==> src/rtl/alu_sched.sv <==
// -----------------------------------------------------------------------------
// alu_sched
//   Shares one 64-bit combinational ALU between two requesters. One operation
//   is accepted at a time. The requesters are arbitrated round-robin. The ALU
//   inputs are held stable for a per-opcode number of cycles, so MUL/DIV/REM
//   can be timed as multicycle paths. The result goes back on one shared
//   response channel together with the requester id.
//
// Ports
//   clk, reset                     clock, synchronous active-high reset
//   req{0,1}_valid/ready           request handshake per requester
//   req{0,1}_opcode/a/b            operation fields (sampled on accept only)
//   resp_valid/ready               response handshake
//   resp_id/result/dz              requester id, result, divide-by-zero flag
//   alu_opcode/value1/value2       held operands driven to the ALU
//   alu_result                     combinational result from the ALU
// -----------------------------------------------------------------------------
module alu_sched #(
  parameter int MULDIV_CYCLES = 4,
  parameter int SIMPLE_CYCLES = 1
) (
  input  logic        clk,
  input  logic        reset,
  input  logic        req0_valid,
  output logic        req0_ready,
  input  logic [3:0]  req0_opcode,
  input  logic [63:0] req0_a,
  input  logic [63:0] req0_b,
  input  logic        req1_valid,
  output logic        req1_ready,
  input  logic [3:0]  req1_opcode,
  input  logic [63:0] req1_a,
  input  logic [63:0] req1_b,
  output logic        resp_valid,
  input  logic        resp_ready,
  output logic        resp_id,
  output logic [63:0] resp_result,
  output logic        resp_dz,
  output logic [3:0]  alu_opcode,
  output logic [63:0] alu_value1,
  output logic [63:0] alu_value2,
  input  logic [63:0] alu_result
);

  localparam int MAX_N = (MULDIV_CYCLES > SIMPLE_CYCLES) ? MULDIV_CYCLES : SIMPLE_CYCLES;
  localparam int CNT_W = (MAX_N > 1) ? $clog2(MAX_N) : 1;

  localparam logic [3:0] OP_MUL = 4'd3;
  localparam logic [3:0] OP_DIV = 4'd4;
  localparam logic [3:0] OP_REM = 4'd8;

  typedef enum logic [1:0] {
    IDLE = 2'd0,
    EXEC = 2'd1,
    RESP = 2'd2
  } state_t;

  state_t r_state;
  state_t w_state_next;

  logic             r_last_grant;
  logic [CNT_W-1:0] r_cnt;
  logic [3:0]       r_opcode;
  logic [63:0]      r_a;
  logic [63:0]      r_b;
  logic             r_id;
  logic [63:0]      r_resp_result;
  logic             r_resp_dz;

  logic             w_any_valid;
  logic             w_grant_id;
  logic             w_accept;
  logic [3:0]       w_sel_opcode;
  logic [63:0]      w_sel_a;
  logic [63:0]      w_sel_b;
  logic             w_sel_muldiv;
  logic [CNT_W-1:0] w_cnt_init;
  logic             w_exec_done;
  logic             w_is_div;
  logic             w_is_rem;
  logic             w_dz;
  logic [63:0]      w_result;

  // ---------------------------------------------------------------------------
  // Grant: a lone requester always wins; with both pending, the one that did
  // not win last time goes next. Ready is suppressed while reset is asserted
  // so nothing appears accepted on a reset edge.
  // ---------------------------------------------------------------------------
  assign w_any_valid = req0_valid | req1_valid;
  assign w_grant_id  = (req0_valid && req1_valid) ? ~r_last_grant : req1_valid;
  assign w_accept    = (r_state == IDLE) && !reset && w_any_valid;
  assign req0_ready  = w_accept && !w_grant_id;
  assign req1_ready  = w_accept &&  w_grant_id;

  assign w_sel_opcode = w_grant_id ? req1_opcode : req0_opcode;
  assign w_sel_a      = w_grant_id ? req1_a      : req0_a;
  assign w_sel_b      = w_grant_id ? req1_b      : req0_b;
  assign w_sel_muldiv = (w_sel_opcode == OP_MUL) || (w_sel_opcode == OP_DIV) ||
                        (w_sel_opcode == OP_REM);
  // The counter counts the remaining cycles after the first, so N-1 is loaded.
  assign w_cnt_init   = w_sel_muldiv ? CNT_W'(MULDIV_CYCLES - 1) : CNT_W'(SIMPLE_CYCLES - 1);

  assign w_exec_done  = (r_state == EXEC) && (r_cnt == '0);

  // A zero divisor overrides whatever the ALU produces.
  assign w_is_div = (r_opcode == OP_DIV);
  assign w_is_rem = (r_opcode == OP_REM);
  assign w_dz     = (w_is_div || w_is_rem) && (r_b == 64'd0);
  assign w_result = !w_dz    ? alu_result :
                    w_is_div ? {64{1'b1}} : r_a;

  // ---------------------------------------------------------------------------
  // FSM
  // ---------------------------------------------------------------------------
  always_ff @(posedge clk) begin
    if (reset) begin
      r_state <= IDLE;
    end else begin
      r_state <= w_state_next;
    end
  end

  always_comb begin
    w_state_next = r_state;
    case (r_state)
      IDLE:    if (w_accept)    w_state_next = EXEC;
      EXEC:    if (w_exec_done) w_state_next = RESP;
      RESP:    if (resp_ready)  w_state_next = IDLE;
      default:                  w_state_next = IDLE;
    endcase
  end

  // ---------------------------------------------------------------------------
  // Operation and response registers. The op registers feed the ALU directly
  // and only change on an accept, so the ALU inputs stay put through EXEC,
  // RESP and the following IDLE.
  // ---------------------------------------------------------------------------
  always_ff @(posedge clk) begin
    if (reset) begin
      r_last_grant  <= 1'b1;
      r_cnt         <= '0;
      r_opcode      <= 4'd0;
      r_a           <= 64'd0;
      r_b           <= 64'd0;
      r_id          <= 1'b0;
      r_resp_result <= 64'd0;
      r_resp_dz     <= 1'b0;
    end else begin
      if (w_accept) begin
        r_opcode     <= w_sel_opcode;
        r_a          <= w_sel_a;
        r_b          <= w_sel_b;
        r_id         <= w_grant_id;
        r_last_grant <= w_grant_id;
        r_cnt        <= w_cnt_init;
      end else if (r_state == EXEC) begin
        if (r_cnt == '0) begin
          r_resp_result <= w_result;
          r_resp_dz     <= w_dz;
        end else begin
          r_cnt <= r_cnt - CNT_W'(1);
        end
      end
    end
  end

  // resp_id simply mirrors the id of the op that produced the held result;
  // it only changes on the next accept, after the previous handshake.
  assign resp_valid  = (r_state == RESP);
  assign resp_id     = r_id;
  assign resp_result = r_resp_result;
  assign resp_dz     = r_resp_dz;

  assign alu_opcode  = r_opcode;
  assign alu_value1  = r_a;
  assign alu_value2  = r_b;

endmodule

==> config.mk <==
export PLATFORM = sky130hd
export DESIGN_NAME = alu_sched
export DESIGN_NICKNAME = d
export VERILOG_FILES = /design/src/rtl/alu_sched.sv
export SDC_FILE = /design/constraint.sdc
export NUM_CORES = 1
export LEC_CHECK = 0
export ABC_AREA = 0
export CAP_MARGIN = 20
export CORE_AREA = 2 2 210 212
export CTS_CLUSTER_DIAMETER = 120
export DETAILED_ROUTE_END_ITERATION = 16
export DIE_AREA = 0 0 212 214
export PLACE_DENSITY = 0.61
export SLEW_MARGIN = 20
export SYNTH_ARGS = -nofsm -noshare
export SYNTH_HDL_FRONTEND = slang
export SYNTH_SLANG_ARGS = --single-unit
==> constraint.sdc <==
create_clock -name clk -period 2.5 [get_ports clk]
set_input_delay 0.5 -clock clk [delete_from_list [all_inputs] [get_ports clk]]
set_output_delay 0.5 -clock clk [all_outputs]
set_load 0.005 [all_outputs]
==> reports/metrics.sh, run 1 <==
VDD.IR_DROP.WORST_uV=318
CLOCK_SKEW_NS=0.0194
SEQ_AREA_FRAC_SYNTH_PCT=45.4
RR_STARTPOINT='alu_value2[25]'
ROUTED_VIA_DENSITY=4.44
POST-PLACE-WS_NS=-0.157
SYNTHADDERAREAFRAC_PCT=0.140
FIRST_GLOBAL_VIAS=9419
CTS_BUFFER_DEPTH=3
YOSYS_WARNINGS=0
CTS_BUFFERS=26
CRITICAL_PATH_ARRIVAL_NS=2.82
DIE_AREA_SQ_UM=45400
SYNTH_XOR_XNOR_AREA_SHARE_PCT=0.196
PLACED_CELL_AREA_SQ_UM=15100
YS_TOP_CELLS_BY_AREA='sky130_fd_sc_hd__dfxtp_1 45%, sky130_fd_sc_hd__mux2i_1 15%, sky130_fd_sc_hd__a211oi_1 11%'
START_KIND='flop'
WORST_HOLD_STARTPOINT='resp_dz'
UNREPAIRED_SETUP_ENDPOINTS_AFTER_GLOBAL_ROUTING='false'
INITIAL_UTILIZATION_PCT=20.9
POSTCTSSETUPBUFFERS=0
AVERAGE_SIZE_OF_A_MAPPED_CELL_SQ_UM=9.45
END_POINT_OF_THE_MOST_CRITICAL_HOLD_PATH='resp_dz'
CP_CELL_SEQUENCE='nor4_1 -> nand4_1 -> or3_4 -> or4_4 -> buf_12 -> o221a_1'
CLOCKROOTBUFFER='sky130_fd_sc_hd__clkbuf_16'
GRT_PASS1_WL_UM=56900
SYN2LAYOUT_AREA_GROWTH_PCT=79.5
VIAS=9205
ROUTABILITYCONGESTION=0.816
TOP_LEVEL_PORTS=534
ANTENNA_FOUND_INITIAL=2
TOP_CELL_TYPE_S_SHARE_OF_SYNTHESIZED_AREA_PCT=45.4
POWER_LEAKAGE_uW=0.00594
DIE_WIDTH_UM=212
FINAL-INSTANCE-COUNT-EXCL-FILL=2073
NUMBER_OF_NETS_WITH_ANTENNA_VIOLATIONS_AFTER_DETAILED_ROUTING=0
POWER.DENSITY_CELL_AREA_nW_PER_UM2=735
MAX_CAP_VIOLATIONS=0
SYNTH_SIMPLE_GATE_AREA_SHARE_PCT=14.4
PERIOD_NEEDED_NS=2.40
DR_WL_MET3_UM=2900
WORSTPATHMAXFANOUT=45
CRIT-REG2REG-CAPTURE='resp_result[38]'
R2R.WORST_PATH.CELLS=6
MET1_WIRELENGTH_UM=15700
CTS_TREE='yes'
TIMING_HOLD_VIOLATIONS_FINAL=0
ASYNCSETRESETFLOPFRACSYNTH_PCT=0
SHARE_OF_THE_CLOCK_PERIOD_USED_BY_THE_WORST_PATH_PCT=96.1
WORST_SETUP_SLACK_AFTER_LAYOUT_NS=0.0985
YOSYSMOSTFREQUENTCELL='sky130_fd_sc_hd__nor2_1'
TIMING_WORST_SLEW_PIN_VALUE_NS=0.785
SYNTH_ENABLE_FLOP_CELLS=0
FINAL_MAX_TRAN_VIOLS=0
REG2REG_SLACK_NS=0.1
OUTCOME='completed'
NUM_ROWS=76
DRT_FIRST_ITER_VIOLATIONS=385
LAYOUT-DRIVE-GT1-SHARE_PCT=7.20
PLACE.PORT_BUFFERS=533
CTS-HTREE-LEVELS=1
SLOWEST_STAGE='sky130_fd_sc_hd__or4_4'
ROUTE.DETAILED.WL_PER_INST_UM=18.6
SYNTH-SEQ-CELLS=203
ROUTE.TOP_LAYER_USED='met5'
GRT.TOTAL_USAGE_PCT=16.3
CTSHOLDBUFFERS=0
SYNTH-COMPOUND-AREA-SHARE_PCT=20.2
FINALWIRELENGTH_UM=38500
TIMING.MAX_SLEW.REL_SLACK_PCT=47.7
WORST-SETUP-PATH-TYPE='reg -> reg'
CTS.SINK_COUNT=203
DP_CELLS=2025
LAYOUT.CORE_UTILIZATION_PCT=37.4
WORSTSKEWPAIRLATENCY_NS=0.54
HOLD_PATH_DEPTH=2
END_KIND='flop'
SETUP_VIOL=0
PATH_CLK_SLEW_NS=0.06
SYNTH_NETS=1281
YOSYS_MOST_USED_DFF='sky130_fd_sc_hd__dfxtp_1'
SYNTHMUXAREASHARE_PCT=14.8
POST_DP_HPWL_UM=29500
SYNTH_LARGEST_AREA_CELL='sky130_fd_sc_hd__dfxtp_1'
SYNTH_COMMONEST_CELLS='264 x sky130_fd_sc_hd__nor2_1, 203 x sky130_fd_sc_hd__dfxtp_1, 132 x sky130_fd_sc_hd__a211oi_1, 132 x sky130_fd_sc_hd__mux2i_1, 65 x sky130_fd_sc_hd__clkbuf_1'
NET_TOTAL_IN_THE_FINAL_LAYOUT=1802
YS_TYPES=37
FINISH.INSTANCE_AREA_SQ_UM=16100
PLACEABLECOREAREA_SQ_UM=42900
DIE_H_UM=214
MAX_CLOCK_FREQ_GHz=0.416
CRITICAL-PATH-MAX-STAGE-DELAY_NS=0.47
POST-ROUTE-DRC-COUNT=0
CELL_AREA_AFTER_SYNTHESIS_SQ_UM=8940
WORST_EP_REQUIRED_TIME_NS=2.92
DR_WL_MET2_UM=18900
SYNTHCELLS=947
FIRST_PASS_ITERS=4
COMBINATIONAL_FAMILY_WITH_THE_MOST_AREA_AFTER_SYNTHESIS='compound AO/OA/AOI/OAI gates'
OVERFLOW_LEFT_AFTER_GLOBAL_ROUTING=0
HP-CLASS='reg -> reg'
GRT_MAX_DEGREE=161
-- where the power goes --
group	internal, uW	leakage [uW]	switching (uW)	total, uW
logic	2160	0.00382	1550	3710
registers	3780	0.00168	427	4200
clock network	2420	0.000441	1470	3890
-- worst max path at each step --
stage	start	endpoint	slack, ns	cells after the start
floorplan	req1_valid	req1_ready	0.35	5
finish	alu_value2[25]	resp_result[38]	0.1	6
global route	alu_value2[8]	resp_result[30]	0.001	7
detailed placement	req1_valid	req1_ready	-0.16	4
CTS	alu_value2[35]	resp_result[18]	0.03	5
global placement	req1_valid	req1_ready	-0.16	4
-- cell families after synthesis --
group,after synthesis
adder cells (fa/ha/maj),1
multiplexers,132
buffers and inverters,90
AO/OA/AOI/OAI,210
XOR/XNOR,2
AND/OR/NAND/NOR,309
flip-flops,203
-- area by class of cell --
type / instances / area (sq um)
Antenna cell: 1 / 2.50
Clock buffer: 37 / 763
Clock inverter: 10 / 128
Fill cell: 4308 / 26800
Inverter: 3 / 11.3
Multi-Input combinational cell: 654 / 4510
Sequential cell: 203 / 4060
Tap cell: 585 / 732
Timing Repair Buffer: 580 / 5850
-- stage by stage --
step / hold WS (ns) / TNS (ns) / power (uW)
2_1_floorplan: 0.432 / 0 / 5650
3_3_place_gp: 0.453 / -0.211 / 7960
3_5_place_dp: 0.452 / -0.966 / 8010
4_1_cts: 0.461 / 0 / 12000
5_1_grt: 0.494 / 0 / 12500
6_report: 0.456 / 0 / 11800
-- layer usage --
layer | track usage (%) | vias to the layer above
li1 | - | 4532
met1 | 19.1 | 4265
met2 | 29.0 | 356
met3 | 3.80 | 50
met4 | 5.14 | 2
met5 | 0 | -
-- layout by cell type (no fill, tap or decap), types with 2 or more instances in the layout --
| master | netlist | layout |
|---|---|---|
| sky130_fd_sc_hd__or3b_2 | 2 | 2 |
| sky130_fd_sc_hd__nor2_1 | 264 | 263 |
| sky130_fd_sc_hd__clkbuf_1 | 65 | 5 |
| sky130_fd_sc_hd__clkinv_2 | 0 | 6 |
| sky130_fd_sc_hd__bufinv_16 | 0 | 3 |
| sky130_fd_sc_hd__nor4_1 | 16 | 12 |
| sky130_fd_sc_hd__a211oi_1 | 132 | 132 |
| sky130_fd_sc_hd__mux2i_1 | 132 | 132 |
| sky130_fd_sc_hd__clkdlybuf4s50_1 | 0 | 530 |
| sky130_fd_sc_hd__dfxtp_1 | 203 | 203 |
| sky130_fd_sc_hd__clkbuf_16 | 0 | 27 |
| sky130_fd_sc_hd__buf_4 | 0 | 34 |
| sky130_fd_sc_hd__inv_1 | 3 | 3 |
| sky130_fd_sc_hd__nor4_2 | 1 | 5 |
| sky130_fd_sc_hd__a21oi_1 | 8 | 8 |
| sky130_fd_sc_hd__clkbuf_8 | 0 | 5 |
| sky130_fd_sc_hd__buf_12 | 0 | 13 |
| sky130_fd_sc_hd__nand4_1 | 4 | 4 |
| sky130_fd_sc_hd__nand2_1 | 6 | 6 |
| sky130_fd_sc_hd__dlygate4sd2_1 | 0 | 2 |
| sky130_fd_sc_hd__nor4b_1 | 2 | 2 |
| sky130_fd_sc_hd__o221a_1 | 64 | 64 |
| sky130_fd_sc_hd__nor3_1 | 2 | 2 |
| sky130_fd_sc_hd__nand3b_1 | 3 | 3 |
-- state kept, by name (all words and copies together) (netlist names) --
| signal | flops |
|---|---|
| alu_opcode | 4 |
| alu_value1 | 64 |
| alu_value2 | 64 |
| r_cnt | 2 |
| r_last_grant | 1 |
| r_state | 2 |
| resp_dz | 1 |
| resp_id | 1 |
| resp_result | 64 |
-- critical path: cells and delay by family (launching register included) --
family / cells / cell delay [ns]
flip-flops: 1 / 0.33
AO/OA/AOI/OAI: 1 / 0.29
AND/OR/NAND/NOR: 4 / 1.40
buffers and inverters: 1 / 0.19
-- timing repair --
action | 4_1_cts | 5_1_grt
resized for setup | 6 | 3
pin swaps | 1 | 0
endpoints found under the setup margin | 47 | 45
endpoints found under the hold margin | 0 | 0
Note: power is estimated with default switching activity, not from simulation.
==> run 2: changes to the inputs <==
--- a/config.mk
+++ b/config.mk
@@ -5,7 +5,6 @@
 export SDC_FILE = /design/constraint.sdc
 export NUM_CORES = 1
 export LEC_CHECK = 0
-export ABC_AREA = 0
 export CAP_MARGIN = 20
 export CORE_AREA = 2 2 210 212
 export CTS_CLUSTER_DIAMETER = 120
==> results of run 2 <==
Same layout as run 1: the final DEF is identical, and so are final timing and power.
